==> src/rtl/imm_pkg.sv <==
// imm_pkg
// Shared definitions for the immediate-extension decode path:
//   - extension mode encodings carried alongside each immediate
//   - default immediate / datapath word widths
//   - state type for the registered skid-buffer handshake stage
package imm_pkg;

   localparam logic [1:0] MODE_SEXT     = 2'b00;  // sign-extend
   localparam logic [1:0] MODE_ZEXT     = 2'b01;  // zero-extend
   localparam logic [1:0] MODE_SEXT_SHL = 2'b10;  // sign-extend then shift (branch offset)
   localparam logic [1:0] MODE_UPPER    = 2'b11;  // place immediate in the top bits

   localparam int IMM_W  = 12;
   localparam int WORD_W = 32;

   // EMPTY: nothing held; ONE: output register valid; FULL: output + skid valid
   typedef enum logic [1:0] {
      EMPTY = 2'd0,
      ONE   = 2'd1,
      FULL  = 2'd2
   } state_t;

endpackage

==> src/rtl/imm_extend_core.sv <==
// imm_extend_core
// Purely combinational immediate extender, reusable by any decode path.
// Ports:
//   data   [IN_W-1:0]   raw immediate
//   mode   [1:0]        extension mode (imm_pkg MODE_*)
//   result [OUT_W-1:0]  extended immediate
// Parameters: IN_W (immediate width), OUT_W (result width), SHIFT (left
// shift used by the sign-extend-and-shift mode).
module imm_extend_core
   import imm_pkg::*;
#(
   parameter int IN_W  = IMM_W,
   parameter int OUT_W = WORD_W,
   parameter int SHIFT = 1
) (
   input  logic [IN_W-1:0]  data,
   input  logic [1:0]       mode,
   output logic [OUT_W-1:0] result
);

   // The shifted mode must never drop bits, so the result must be wide
   // enough for the immediate plus the shift.
   if ((OUT_W < IN_W + SHIFT) || (OUT_W < IN_W) || (SHIFT < 0)) begin : g_bad_params
      $error("imm_extend_core: OUT_W must be >= IN_W + SHIFT and >= IN_W");
   end

   logic [OUT_W-1:0] sext;
   logic [OUT_W-1:0] zext;
   logic [OUT_W-1:0] upper;

   // Built bit by bit so that OUT_W == IN_W needs no zero-width replication.
   for (genvar gi = 0; gi < OUT_W; gi++) begin : g_bit
      if (gi < IN_W) begin : g_low
         assign sext[gi] = data[gi];
         assign zext[gi] = data[gi];
      end else begin : g_high
         assign sext[gi] = data[IN_W-1];
         assign zext[gi] = 1'b0;
      end

      if (gi >= OUT_W - IN_W) begin : g_up
         assign upper[gi] = data[gi-(OUT_W-IN_W)];
      end else begin : g_up_zero
         assign upper[gi] = 1'b0;
      end
   end

   always_comb begin
      result = sext;
      case (mode)
         MODE_SEXT:     result = sext;
         MODE_ZEXT:     result = zext;
         MODE_SEXT_SHL: result = sext << SHIFT;
         MODE_UPPER:    result = upper;
         default:       result = sext;
      endcase
   end

endmodule

==> src/rtl/imm_extend_pipe.sv <==
// imm_extend_pipe
// Registered immediate extender with a valid/ready handshake on both sides.
// An output register plus one skid register keep every output (including
// in_ready) driven from flops, so no combinational ready path crosses it.
// Ports:
//   clk, rst                 clock, synchronous active-high reset
//   in_valid/in_ready        upstream handshake (in_ready registered)
//   in_data [IN_W-1:0]       raw immediate
//   in_mode [1:0]            extension mode for this word
//   out_valid/out_ready      downstream handshake
//   out_data [OUT_W-1:0]     extended result
//   out_mode [1:0]           mode the result was produced with
module imm_extend_pipe
   import imm_pkg::*;
#(
   parameter int IN_W  = IMM_W,
   parameter int OUT_W = WORD_W,
   parameter int SHIFT = 1
) (
   input  logic             clk,
   input  logic             rst,
   input  logic             in_valid,
   output logic             in_ready,
   input  logic [IN_W-1:0]  in_data,
   input  logic [1:0]       in_mode,
   output logic             out_valid,
   input  logic             out_ready,
   output logic [OUT_W-1:0] out_data,
   output logic [1:0]       out_mode
);

   logic [OUT_W-1:0] ext_data;

   imm_extend_core #(
      .IN_W  (IN_W),
      .OUT_W (OUT_W),
      .SHIFT (SHIFT)
   ) u_core (
      .data   (in_data),
      .mode   (in_mode),
      .result (ext_data)
   );

   state_t           state_reg;
   logic             in_ready_reg;
   logic             out_valid_reg;
   logic [OUT_W-1:0] o_data_reg;
   logic [1:0]       o_mode_reg;
   logic [OUT_W-1:0] s_data_reg;
   logic [1:0]       s_mode_reg;

   logic in_fire;
   logic out_fire;

   assign in_fire  = in_valid && in_ready_reg;
   assign out_fire = out_valid_reg && out_ready;

   always_ff @(posedge clk) begin
      if (rst) begin
         state_reg     <= EMPTY;
         in_ready_reg  <= 1'b1;
         out_valid_reg <= 1'b0;
         o_data_reg    <= '0;
         o_mode_reg    <= '0;
         s_data_reg    <= '0;
         s_mode_reg    <= '0;
      end else begin
         case (state_reg)
            EMPTY: begin
               if (in_fire) begin
                  o_data_reg    <= ext_data;
                  o_mode_reg    <= in_mode;
                  out_valid_reg <= 1'b1;
                  state_reg     <= ONE;
               end
            end
            ONE: begin
               if (in_fire && out_fire) begin
                  o_data_reg <= ext_data;
                  o_mode_reg <= in_mode;
               end else if (in_fire) begin
                  // Output is stalled: park the word and close the input
                  // from the next cycle on.
                  s_data_reg   <= ext_data;
                  s_mode_reg   <= in_mode;
                  in_ready_reg <= 1'b0;
                  state_reg    <= FULL;
               end else if (out_fire) begin
                  out_valid_reg <= 1'b0;
                  state_reg     <= EMPTY;
               end
            end
            FULL: begin
               // in_ready is low here, so only the output side can move.
               if (out_fire) begin
                  o_data_reg   <= s_data_reg;
                  o_mode_reg   <= s_mode_reg;
                  in_ready_reg <= 1'b1;
                  state_reg    <= ONE;
               end
            end
            default: begin
               state_reg     <= EMPTY;
               in_ready_reg  <= 1'b1;
               out_valid_reg <= 1'b0;
            end
         endcase
      end
   end

   assign in_ready  = in_ready_reg;
   assign out_valid = out_valid_reg;
   assign out_data  = o_data_reg;
   assign out_mode  = o_mode_reg;

endmodule

==> config.mk <==
export PLATFORM = sky130hd
export DESIGN_NAME = imm_extend_pipe
export DESIGN_NICKNAME = d
export VERILOG_FILES = /design/src/rtl/imm_pkg.sv /design/src/rtl/imm_extend_core.sv /design/src/rtl/imm_extend_pipe.sv
export SDC_FILE = /design/constraint.sdc
export NUM_CORES = 1
export LEC_CHECK = 0
export ABC_AREA = 1
export ABC_CLOCK_PERIOD_IN_PS = 3710
export CORE_MARGIN = 1.5
export CORE_UTILIZATION = 25
export CTS_CLUSTER_DIAMETER = 150
export DETAILED_ROUTE_END_ITERATION = 10
export PLACE_DENSITY_LB_ADDON = 0.05
export SKIP_LAST_GASP = 1
export SYNTH_ARGS = -nofsm -noshare
export SYNTH_HDL_FRONTEND = slang
export SYNTH_SLANG_ARGS = --single-unit
==> constraint.sdc <==
create_clock -name clk -period 3.71 [get_ports clk]
set_input_delay 0.742 -clock clk [delete_from_list [all_inputs] [get_ports clk]]
set_output_delay 0.742 -clock clk [all_outputs]
set_load 0.01 [all_outputs]
==> impl_results.md <==
- Status: complete, no violations
- Register Area: roughly 1200 um2
- Fin Setup TNS: 0 ns
- Total number of vias: 3039
- Critical Path Slowest Stage Cell: clkdlybuf4s50_1
- Final hold vios: 0
- ANT cells: 0
- Slew @ Worst Pin: between 1 and 1.5 ns
- Die area: 13000 um2
- Final hold slack: 0.446 ns
- Post-synth net total: 511
- Crit path arrival time: 2.77 ns
- Die X: 114 um
- CTS root buf: clkbuf_16
- Final Critical Period: roughly 2.5 ns
- Drt wl/cell: 14.4 um
- Largest net degree at the start of global routing: 54
- CTS Sinks: 58
- First-pass GRT wire length: 15.8 mm
- Clock Path Buffers: 2
- Layout cells sized above 1: 0.0607
- Drt total wl: 9.69 mm
- Post-synthesis sequential area ratio: 0.376
- Fillers: ~1.3k
- Port buffer count: 53
- Crit path cell chain: clkdlybuf4s50_1 -> inv_1 -> nand2_1 -> buf_4 -> a21oi_1 -> nor2_1 -> nor2_1
- Hold Crit Class: flip-flop to flip-flop
- Type of element launching the critical path: input pin
- Most common cell after layout, fill and taps aside: nand2_1
- Number of nets with antenna violations after routing: 0
- Skew final: 0.00523 ns
- RePlAce Congestion: 0.873
- Io pins: 54
- Initial antenna violation count: 0
- Max_cap viols: 0
- Setup crit end kind: flip-flop
- CP Buf/Inv Count: 3
- CTS Buf Count: 9
- Row count: 40
- CTS Hold Buffers Added: 0
- H-tree depth: 3
- Area delta synth->final: 26.2%
- Initial Utilization: 0.257
- Pwr Total: 2.25 mW
- Placed inst area: around 3600 um2
- RSZ-0062 raised after global routing: false
- Maximum vdd drop: between 0.0002 and 0.00025 V
- Via-to-Cell Ratio: 4.51
- P_leak: 1.69 nW
- Area occupied by multi-input gates: between 1500 and 2000 um2
- Fin crit share: 0.687
- PD cells: 577 nW/um2
- HPWL Detailed: 6.32 mm
- Final Instance Area: a little under 4000 um2
- Die Y: roughly 110 um
- Leading cell types in the layout, fill and taps excluded: nand2_1 (158), nand3_1 (77), nor2_1 (59)
- Yosys cell types: 19
- DR iter-0 viols: between 200 and 250
- Cell Area, Synth: just over 3000 um2
- Reg clk slew, reported paths: 0.05 ns
- Core area: around 12000 um2
- Crit Path Max Fanout: 14
- WP data required: 3.93 ns
- GRT overflow: 0
- Synth Register Bits: between 50 and 60
- # Post-CTS Setup Buffers: 0
- Ys Warns: 0
- Pre-antenna DRT Iters: 5
- Cell mode on critical path: nor2_1
- Crit path largest cell delay: 0.76 ns
- Residual DRC count: 0
- Final-report setup violation count: 0
- Syn avg cell area: between 6 and 7 um2
- Synth Instances: 493
- Rel. slew slack: 0.215
- Layout net count: approximately 540
- Slew Limit Fails: 0
- CTS tree: built
- Via count of the first global-routing pass: 2926
- GRT Util Overall: 0.159
- Cts repair resizes: 0
- Worst skew pair latency: 0.33 ns
- Crit-path leading delay family: buffers and inverters
- Crit path kind: input pin to flip-flop
- Maximum operating frequency: 0.392 GHz
[power breakdown]
group / total, mW / switching (mW) / internal [mW]
registers: 0.762 / 0.0520 / 0.710
clock network: 0.809 / 0.290 / 0.518
logic: 0.677 / 0.394 / 0.283
total: 2.25 / 0.737 / 1.51
[worst register-to-register path, cell delays in order, from the launching register on]
cell and delay (ns):
dfxtp_1 0.39, o21ai_2 0.61, nand2_2 0.61, nor2_1 0.30
nor2_1 0.07
[layer usage]
layer  GRT usage  vias to the layer above  wire [um]
li1            -                     1611          -
met1       0.217                     1357       5010
met2       0.249                       60       4170
met3      0.0259                       11        339
met4      0.0650                        0        168
met5           0                        -          0
[synth_stat cells (all sizes together)]
library cell	instances	area, um2
o21ai	6	33.8
nand2	163	624
nand3	77	385
dfxtp	58	1160
a21oi	52	260
buf	33	220
clkbuf	8	30.0
nor2	61	239
inv	35	131
[area by class of cell]
cell class / instances / share of cell area
Clock buffer: 13 / 0.0720
Inverter: 35 / 0.0338
Clock inverter: 2 / 0.00257
Sequential cell: 58 / 0.298
Timing Repair Buffer: 60 / 0.150
Multi-Input combinational cell: 359 / 0.396
Tap cell: 147 / 0.0473
[path summary, 6_finish.rpt]
kind	depth (start not counted)	slack (ns)	end	startpoint
min	2	0.45	s_data_reg[19]	s_data_reg[19]
min reg2reg	2	0.45	s_data_reg[19]	s_data_reg[19]
max reg2reg	4	1.63	out_mode[0]	state_reg[0]
max	7	1.16	out_data[21]	in_mode[0]
[kinds of logic after synthesis]
logic type	after synthesis	synth area share
DFF	58	0.376
AOI/OAI and AO/OA	58	0.0953
and+or+nand+nor	301	0.405
buffers and inverters	76	0.124
[stage by stage]
stage               utilization  cells  worst slack, ns
floorplan                     -    493             2.15
global placement          0.300    659            0.939
detailed placement        0.300    659            0.879
CTS                       0.324    674             1.22
global route              0.324    674            0.968
finish                    0.324    674             1.16
Power figures use the tool's default switching activity.
